==> src/rtl/axi_burst_wr.sv <==
// AXI4 write-burst master: drains a prefetch FIFO into fixed-length INCR bursts walking a frame buffer.
// One burst in flight at a time; wvalid follows fifo_rd_vld, and the FIFO pops only on accepted beats.
module axi_burst_wr #(
   parameter int unsigned           ADDR_WIDTH  = 28,
   parameter int unsigned           DATA_WIDTH  = 256,
   parameter int unsigned           BURST_LEN   = 16,
   parameter int unsigned           FRAME_BEATS = 57600,
   parameter logic [ADDR_WIDTH-1:0] BASE_ADDR   = '0
) (
   input  logic                    clk,
   input  logic                    rst_n,
   input  logic                    frame_start,
   input  logic                    fifo_rd_vld,
   input  logic [DATA_WIDTH-1:0]   fifo_rd_data,
   output logic                    fifo_rd_en,
   output logic [ADDR_WIDTH-1:0]   awaddr,
   output logic [7:0]              awlen,
   output logic                    awvalid,
   input  logic                    awready,
   output logic [DATA_WIDTH-1:0]   wdata,
   output logic [DATA_WIDTH/8-1:0] wstrb,
   output logic                    wlast,
   output logic                    wvalid,
   input  logic                    wready,
   input  logic                    bvalid,
   input  logic [1:0]              bresp,
   output logic                    bready,
   output logic                    frame_done,
   output logic                    wr_err,
   output logic                    busy
);

   localparam int unsigned FRAME_BURSTS = FRAME_BEATS / BURST_LEN;
   localparam int unsigned BCW          = $clog2(FRAME_BURSTS + 1);

   localparam logic [ADDR_WIDTH-1:0] BURST_BYTES = ADDR_WIDTH'(BURST_LEN * DATA_WIDTH / 8);
   localparam logic [7:0]            LAST_BEAT   = 8'(BURST_LEN - 1);
   localparam logic [BCW-1:0]        FRAME_BC    = BCW'(FRAME_BURSTS);

   localparam logic [1:0] S_IDLE = 2'd0;
   localparam logic [1:0] S_ADDR = 2'd1;
   localparam logic [1:0] S_DATA = 2'd2;
   localparam logic [1:0] S_RESP = 2'd3;

   logic [1:0]            rst_sync_q;
   logic                  rst_int_n;
   logic [1:0]            state_q, state_d;
   logic [ADDR_WIDTH-1:0] addr_q, addr_d;
   logic [7:0]            beat_q, beat_d;
   logic [BCW-1:0]        burst_q, burst_d, burst_inc;
   logic                  pend_q, pend_d;
   logic                  err_q, err_d;
   logic                  done_q, done_d;
   logic                  beat_acc;

   // Reset asserts immediately but is released only after two clean clock edges.
   always_ff @(posedge clk or negedge rst_n) begin
      if (!rst_n) rst_sync_q <= 2'b00;
      else        rst_sync_q <= {rst_sync_q[0], 1'b1};
   end
   assign rst_int_n = rst_sync_q[1];

   assign busy       = (state_q != S_IDLE);
   assign awvalid    = (state_q == S_ADDR);
   assign awaddr     = addr_q;
   assign awlen      = LAST_BEAT;
   assign wvalid     = (state_q == S_DATA) & fifo_rd_vld;
   assign wdata      = fifo_rd_data;
   assign wstrb      = '1;
   assign wlast      = (state_q == S_DATA) & (beat_q == LAST_BEAT);
   assign beat_acc   = wvalid & wready;
   assign fifo_rd_en = beat_acc;
   assign bready     = (state_q == S_RESP);
   assign frame_done = done_q;
   assign wr_err     = err_q;

   always_comb begin
      state_d   = state_q;
      addr_d    = addr_q;
      beat_d    = beat_q;
      burst_d   = burst_q;
      pend_d    = pend_q;
      err_d     = err_q;
      done_d    = 1'b0;
      burst_inc = burst_q + BCW'(1);
      case (state_q)
         S_IDLE: begin
            if (frame_start) begin
               addr_d  = BASE_ADDR;
               burst_d = '0;
            end
            if (fifo_rd_vld) state_d = S_ADDR;
         end
         S_ADDR: begin
            if (frame_start) pend_d = 1'b1;
            if (awready) state_d = S_DATA;
         end
         S_DATA: begin
            if (frame_start) pend_d = 1'b1;
            if (beat_acc) begin
               if (wlast) begin
                  beat_d  = '0;
                  state_d = S_RESP;
               end else begin
                  beat_d = beat_q + 8'd1;
               end
            end
         end
         default: begin
            if (frame_start) pend_d = 1'b1;
            if (bvalid) begin
               state_d = S_IDLE;
               pend_d  = 1'b0;
               if (bresp != 2'b00) err_d = 1'b1;
               // A natural wrap wins over a pending restart: same address, but frame_done still fires.
               if (burst_inc == FRAME_BC) begin
                  addr_d  = BASE_ADDR;
                  burst_d = '0;
                  done_d  = 1'b1;
               end else if (pend_q || frame_start) begin
                  addr_d  = BASE_ADDR;
                  burst_d = '0;
               end else begin
                  addr_d  = addr_q + BURST_BYTES;
                  burst_d = burst_inc;
               end
            end
         end
      endcase
   end

   always_ff @(posedge clk or negedge rst_int_n) begin
      if (!rst_int_n) begin
         state_q <= S_IDLE;
         addr_q  <= BASE_ADDR;
         beat_q  <= '0;
         burst_q <= '0;
         pend_q  <= 1'b0;
         err_q   <= 1'b0;
         done_q  <= 1'b0;
      end else begin
         state_q <= state_d;
         addr_q  <= addr_d;
         beat_q  <= beat_d;
         burst_q <= burst_d;
         pend_q  <= pend_d;
         err_q   <= err_d;
         done_q  <= done_d;
      end
   end

endmodule

==> config.mk <==
export PLATFORM = sky130hd
export DESIGN_NAME = axi_burst_wr
export DESIGN_NICKNAME = d
export VERILOG_FILES = /design/src/rtl/axi_burst_wr.sv
export SDC_FILE = /design/constraint.sdc
export NUM_CORES = 1
export LEC_CHECK = 0
export ABC_AREA = 1
export CORE_AREA = 3 3 229 231
export DETAILED_ROUTE_END_ITERATION = 16
export DIE_AREA = 0 0 232 234
export MAX_ROUTING_LAYER = met4
export PLACE_DENSITY = 0.43
export SLEW_MARGIN = 20
export SYNTH_ARGS = -nofsm -noshare
export SYNTH_HDL_FRONTEND = slang
export SYNTH_SLANG_ARGS = --single-unit
==> constraint.sdc <==
create_clock -name clk -period 1.8 [get_ports clk]
set_input_delay 0.18 -clock clk [delete_from_list [all_inputs] [get_ports clk]]
set_output_delay 0.18 -clock clk [all_outputs]
set_load 0.01 [all_outputs]
Word level (Yosys, flattened, before mapping)
Index checks and enable logic that the tools add are counted.
{"block": "op_classes", "mux": 23, "n_bitwise": 5, "addsub": 3, "eq_ne": 10, "reduce_logical": 12}
{"op": "28-bit two-way mux", "count": 4}
{"op": "28-bit case mux with 2 select lines", "count": 1}
{"op": "12-bit two-way mux", "count": 4}
{"op": "28-bit by 10-bit adder with 28-bit output (second input constant)", "count": 1}
{"op": "12-bit case mux with 2 select lines", "count": 1}
{"op": "12-bit by 1-bit adder with 12-bit output (second input constant)", "count": 1}
{"op": "12-bit == test (second input constant)", "count": 1}
{"op": "2-bit two-way mux", "count": 5}
{"op": "8-bit by 1-bit adder with 8-bit output (second input constant)", "count": 1}
{"op": "8-bit by 4-bit == test with 1-bit output (second input constant)", "count": 1}
{"op": "8-bit two-way mux", "count": 1}
{"op": "2-bit inequality test (second input constant)", "count": 4}
{"op": "2-bit case mux with 3 select lines", "count": 1}
{"op": "3-bit AND reduction", "count": 2}
{"op": "2-bit nonzero test", "count": 3}
{"op": "1-bit two-way mux", "count": 5}
{"op": "5-bit AND reduction", "count": 1}
{"op": "2-bit == test (second input constant)", "count": 2}
{"op": "4-bit nonzero test", "count": 1}
{"op": "1-bit AND", "count": 3}
{"op": "3-bit OR reduction", "count": 1}
{"op": "2-bit by 1-bit == test with 1-bit output (second input constant)", "count": 1}
{"op": "2-bit logical NOT", "count": 1}
{"op": "2-bit by 1-bit inequality test with 1-bit output (second input constant)", "count": 1}
{"op": "other kinds (5)", "count": 6}
{"block": "word_totals", "output_inout_bits": 332, "reg_bits": 55, "elab_cells": 61, "input_bits": 265}

Depth between registers and ports, before layout
{"block": "logic_depth", "depth_word": 5, "depth_mapped": 12, "depth_no_buf": 11}

Least setup slack after synthesis
Ideal clock, no wire load.
{"block": "synth_timing", "path_type": "flip-flop to flip-flop", "startpoint": "register state_q[0]", "endpoint": "register addr_q[22] (netlist: awaddr[22])", "required_time_ps": 1734, "path_buffers": 2, "path_stages_with_launch": 11, "arrival_time_ps": 1629, "setup_ps": 66, "period_less_slack_ps": 1695, "slack_ps": 105, "path_cell_list": "dfrtp_1 > inv_1 > ha_1 > inv_1 > nand2_1 > nor2_1 > a31oi_1 > buf_2 > buf_2 > nand2_1 > nand2_1"}
{"block": "synth_between", "elab_chain_len": 4, "elab_cells_between_ends": 9, "cone_classes": "eq/ne: 3; mux: 1; bitwise: 1; reduce/logical: 4"}
{"element": "from (decl)", "line_no": "47", "source": "logic [1:0] state_q, state_d;"}
{"element": "from (signal assigned)", "line_no": "142", "source": "state_q <= state_d;"}
{"element": "2-bit by 1-bit == test with 1-bit output or 2-bit == test (tied branches)", "line_no": "86", "source": "case (state_q)"}
{"element": "2-bit OR reduction (no line)"}
{"element": "1-bit NOT (no line)"}
{"element": "3-bit AND reduction (no line)"}
{"element": "to (signal assigned)", "line_no": "143", "source": "addr_q <= addr_d;"}
{"element": "to (decl)", "line_no": "48", "source": "logic [ADDR_WIDTH-1:0] addr_q, addr_d;"}
Several ways; a longest one is shown, not always the timed one.
A chain may end at the register's enable or synchronous reset.

Final worst setup path
{"block": "layout_timing", "startpoint": "register burst_q[0]", "endpoint": "register addr_q[10] (netlist: awaddr[10])"}
{"block": "layout_between", "elab_chain_len": 5}
{"element": "from (decl)", "line_no": "50", "source": "logic [BCW-1:0] burst_q, burst_d, burst_inc;"}
{"element": "from (signal assigned)", "line_no": "145", "source": "burst_q <= burst_d;"}
{"element": "12-bit by 1-bit adder with 12-bit output", "line_no": "85", "source": "burst_inc = burst_q + BCW'(1);"}
{"element": "12-bit == test", "line_no": "116", "source": "if (burst_inc == FRAME_BC) begin"}
{"element": "28-bit two-way mux", "line_no": "116"}
{"element": "28-bit two-way mux", "line_no": "111", "source": "if (bvalid) begin"}
{"element": "28-bit case mux with 2 select lines", "line_no": "86"}
No other way between the ends. The select of a mux whose other input is x is not followed.

==> flow_summary.yaml <==
clocking:
  cts_hold_buf: 0
  ctsRootBufferMaster: "clkbuf_16"
  numCtsBuffers: 5
  worstSkewPairLatency_ps: 290
  cts.path.max_buffers: 2
  cts_tree: "done"
  htreeDepth: 2
  numClockSinks: 46
  path_clk_slew_ps: 70
logic_synthesis:
  synth.distinct_cells: 37
  yosysWarningCount: 0
  synth_edf_count: 0
  syn_avg_cell_area_um2: 7.49
  ys_seq_area_share_pct: 22.2
  synthCells: 692
  synthFlopType: "dfrtp_1"
  synthArstFlopShare_pct: 100
  syn_area_mm2: 0.00518
  ys_ff_latch: 46
setup_path:
  reg2reg_from: "burst_q[0]"
  path_class: "flop to flop"
  critical_path_peak_fanout: 6
  rr_worst_depth: 9
  startpoint_type: "flop"
  startpoint: "burst_q[0]"
  endpoint_kind: "flop"
  cp.arrival_ps: 1960
  rr_endpoint: "awaddr[10]"
  cp_data_required_time_ps: 1990
  ff2ff_setup_slack_ps: 30
  cp-endpoint: "awaddr[10]"
sta:
  finalCritPeriodShare_pct: 98.3
  period_needed_ps: 1770
  fmax_mhz: 565
  relSlewSlack_pct: 58.9
  tightest_slew_ps: 617
  finalClockSkew_ps: 4.30
  postLayoutSetupSlackWorst_ps: 31.5
  slew_viol_final: 0
  setup_violations: 0
  hold_viol: 0
  rsz0062_at_grt: "yes"
power:
  p_sw_mw: 1.64
  p_seq_share_pct: 31.5
  p_clk_share_pct: 24.1
  total_power_mw: 4.06
  ir_drop_uv: 458
  p_leak_nw: 2.03
  switching_share_pct: 40.5
  combPwrFrac_pct: 44.5
  intPower_mw: 2.42
  p_per_area_mw_per_mm2: 822
placement:
  globalplace.congestion: 0.790
  post-dp-hpwl_um: 11500
  dp.cells: 1165
  place_ws_ps: -20.8
  place_area_mm2: 0.00446
  io_buffers: 35
final_layout:
  instances_no_fill: 1187
  n_fill_cell: 5928
  most-common-layout-cells: "nand2_1, conb_1, nor2_1"
  area_growth_pct: -4.73
  drive_gt1_share_pct: 23.1
  final_cell_area_mm2: 0.00494
  num_antenna_cells: 0
  fin_nets: 787
  final_core_util_pct: 9.82
  final_common_cell: "nand2_1"
die:
  die_h_um: 234
  dieArea_mm2: 0.0543
  core_mm2: 0.0503
  num_rows: 82
  pin_count: 597
  start_util_pct: 10.3
  die_w_um: 232
routing:
  vias: 3276
  drt_iter0_markers: 76
  route.detailed.drc: 0
  totalWireLength_um: 15000
  wl_per_cell_um: 12.6
  routed_via_density: 2.76
  antenna_left: 0
  dr.pass1.iters: 4
run:
  maxCapViolCount: 0
global_routing:
  grt_use_total_pct: 5.32
  grt_pass1_vias: 3186
  antenna_found_initial: 1
  grt_first_pass_wirelength_um: 20900
  grt_max_degree: 45
  globalRouteOverflowTotal: 0
outcome:
  status: "completed"
worst_hold_path:
  worst_hold_path_type: "input pin to async pin"
layer usage:
layer	part of all wire, %	up-vias	track usage, %
li1	-	1466	-
met1	35	1434	5.22
met3	13	132	3.07
met5	0	-	-
met2	44	244	7.49
met4	8.1	0	4.65
worst min-delay path by stage:
stage	endpoint	from	slack, ps	depth (start not counted)
detailed placement	rst_sync_q[1]	rst_sync_q[0]	340	0
finish	rst_sync_q[0]	rst_n	40	1
floorplan	rst_sync_q[0]	rst_n	-120	0
global route	rst_sync_q[0]	rst_n	40	1
CTS	rst_sync_q[0]	rst_n	30	1
global placement	rst_sync_q[1]	rst_sync_q[0]	340	0
cell type report:
type | instances | area, um2 | share of cell area, %
Clock buffer | 6 | 139 | 2.81
Inverter | 31 | 123 | 2.48
Clock inverter | 2 | 12.5 | 0.253
Timing Repair Buffer | 79 | 698 | 14.1
Multi-Input combinational cell | 351 | 1970 | 39.9
Tap cell | 672 | 841 | 17.0
Sequential cell | 46 | 1150 | 23.4
power by group through the flow:
stage,combinational [mW],sequential [mW],clock [mW]
4_1_cts,1.69,1.27,1.02
3_5_place_dp,1.63,1.28,0
5_1_grt,2.02,1.29,1.07
6_report,1.80,1.28,0.976
2_1_floorplan,1.46,1.30,0
3_3_place_gp,1.63,1.27,0
worst max-delay path: stages (launching register included):
cell and delay, ps:
dfrtp_1 410, buf_6 150, nand3_2 150, o21ai_2 220, and2_4 190, nand3_2 100
nor2_4 190, nand2_4 120, nand3_2 90, nand2_1 40
sequential cells by signal (all words and copies together) (netlist names):
signal      cells
awaddr         19
beat_q          8
burst_q        12
frame_done      1
pend_q          1
wr_err          1
rst_sync_q      2
state_q         2
kinds of logic (layout without fill, tap and decap cells):
kind of cell             count (synthesis)  after routing  synth area share (%)
adder cells (fa/ha/maj)                  8              8                  1.93
buffers and inverters                  345            118                  47.5
other                                    2             50                 0.145
flip-flops                              46             46                  22.2
XOR/XNOR                                16             16                  2.70
AO/OA/AOI/OAI                           24             24                  2.75
AND/OR/NAND/NOR                        251            253                  22.8
synth_stat cells, types with 3 or more instances:
master,count,area (um2)
nor3b_1,3,22.5
a21oi_1,6,30.0
nor2_2,3,18.8
ha_1,8,100
nor2_4,3,33.8
nand3_2,10,100
nand3_1,25,125
xor2_1,13,114
nand2_1,119,447
dfrtp_1,46,1150
nor3_1,3,15.0
o21bai_1,3,22.5
o21ai_0,8,40.0
xnor2_1,3,26.3
nand4_1,21,131
clkbuf_1,4,15.0
nand2_2,8,50.1
nor2_1,49,184
inv_1,28,105
buf_4,306,2300
stage by stage:
step | TNS [ps] | hold WS [ps]
floorplan | 0 | -116
global route | -1670 | 35.6
detailed placement | -189 | 343
global placement | 0 | 337
CTS | -7.13 | 34.9
finish | 0 | 43.7
timing repair:
item,CTS,global route
setup endpoints to repair,22,38
buffers inserted,6,6
gates resized for setup,25,45
gates cloned,1,1
pin swaps,11,21
No activity file was read; power rests on OpenSTA's default activity.
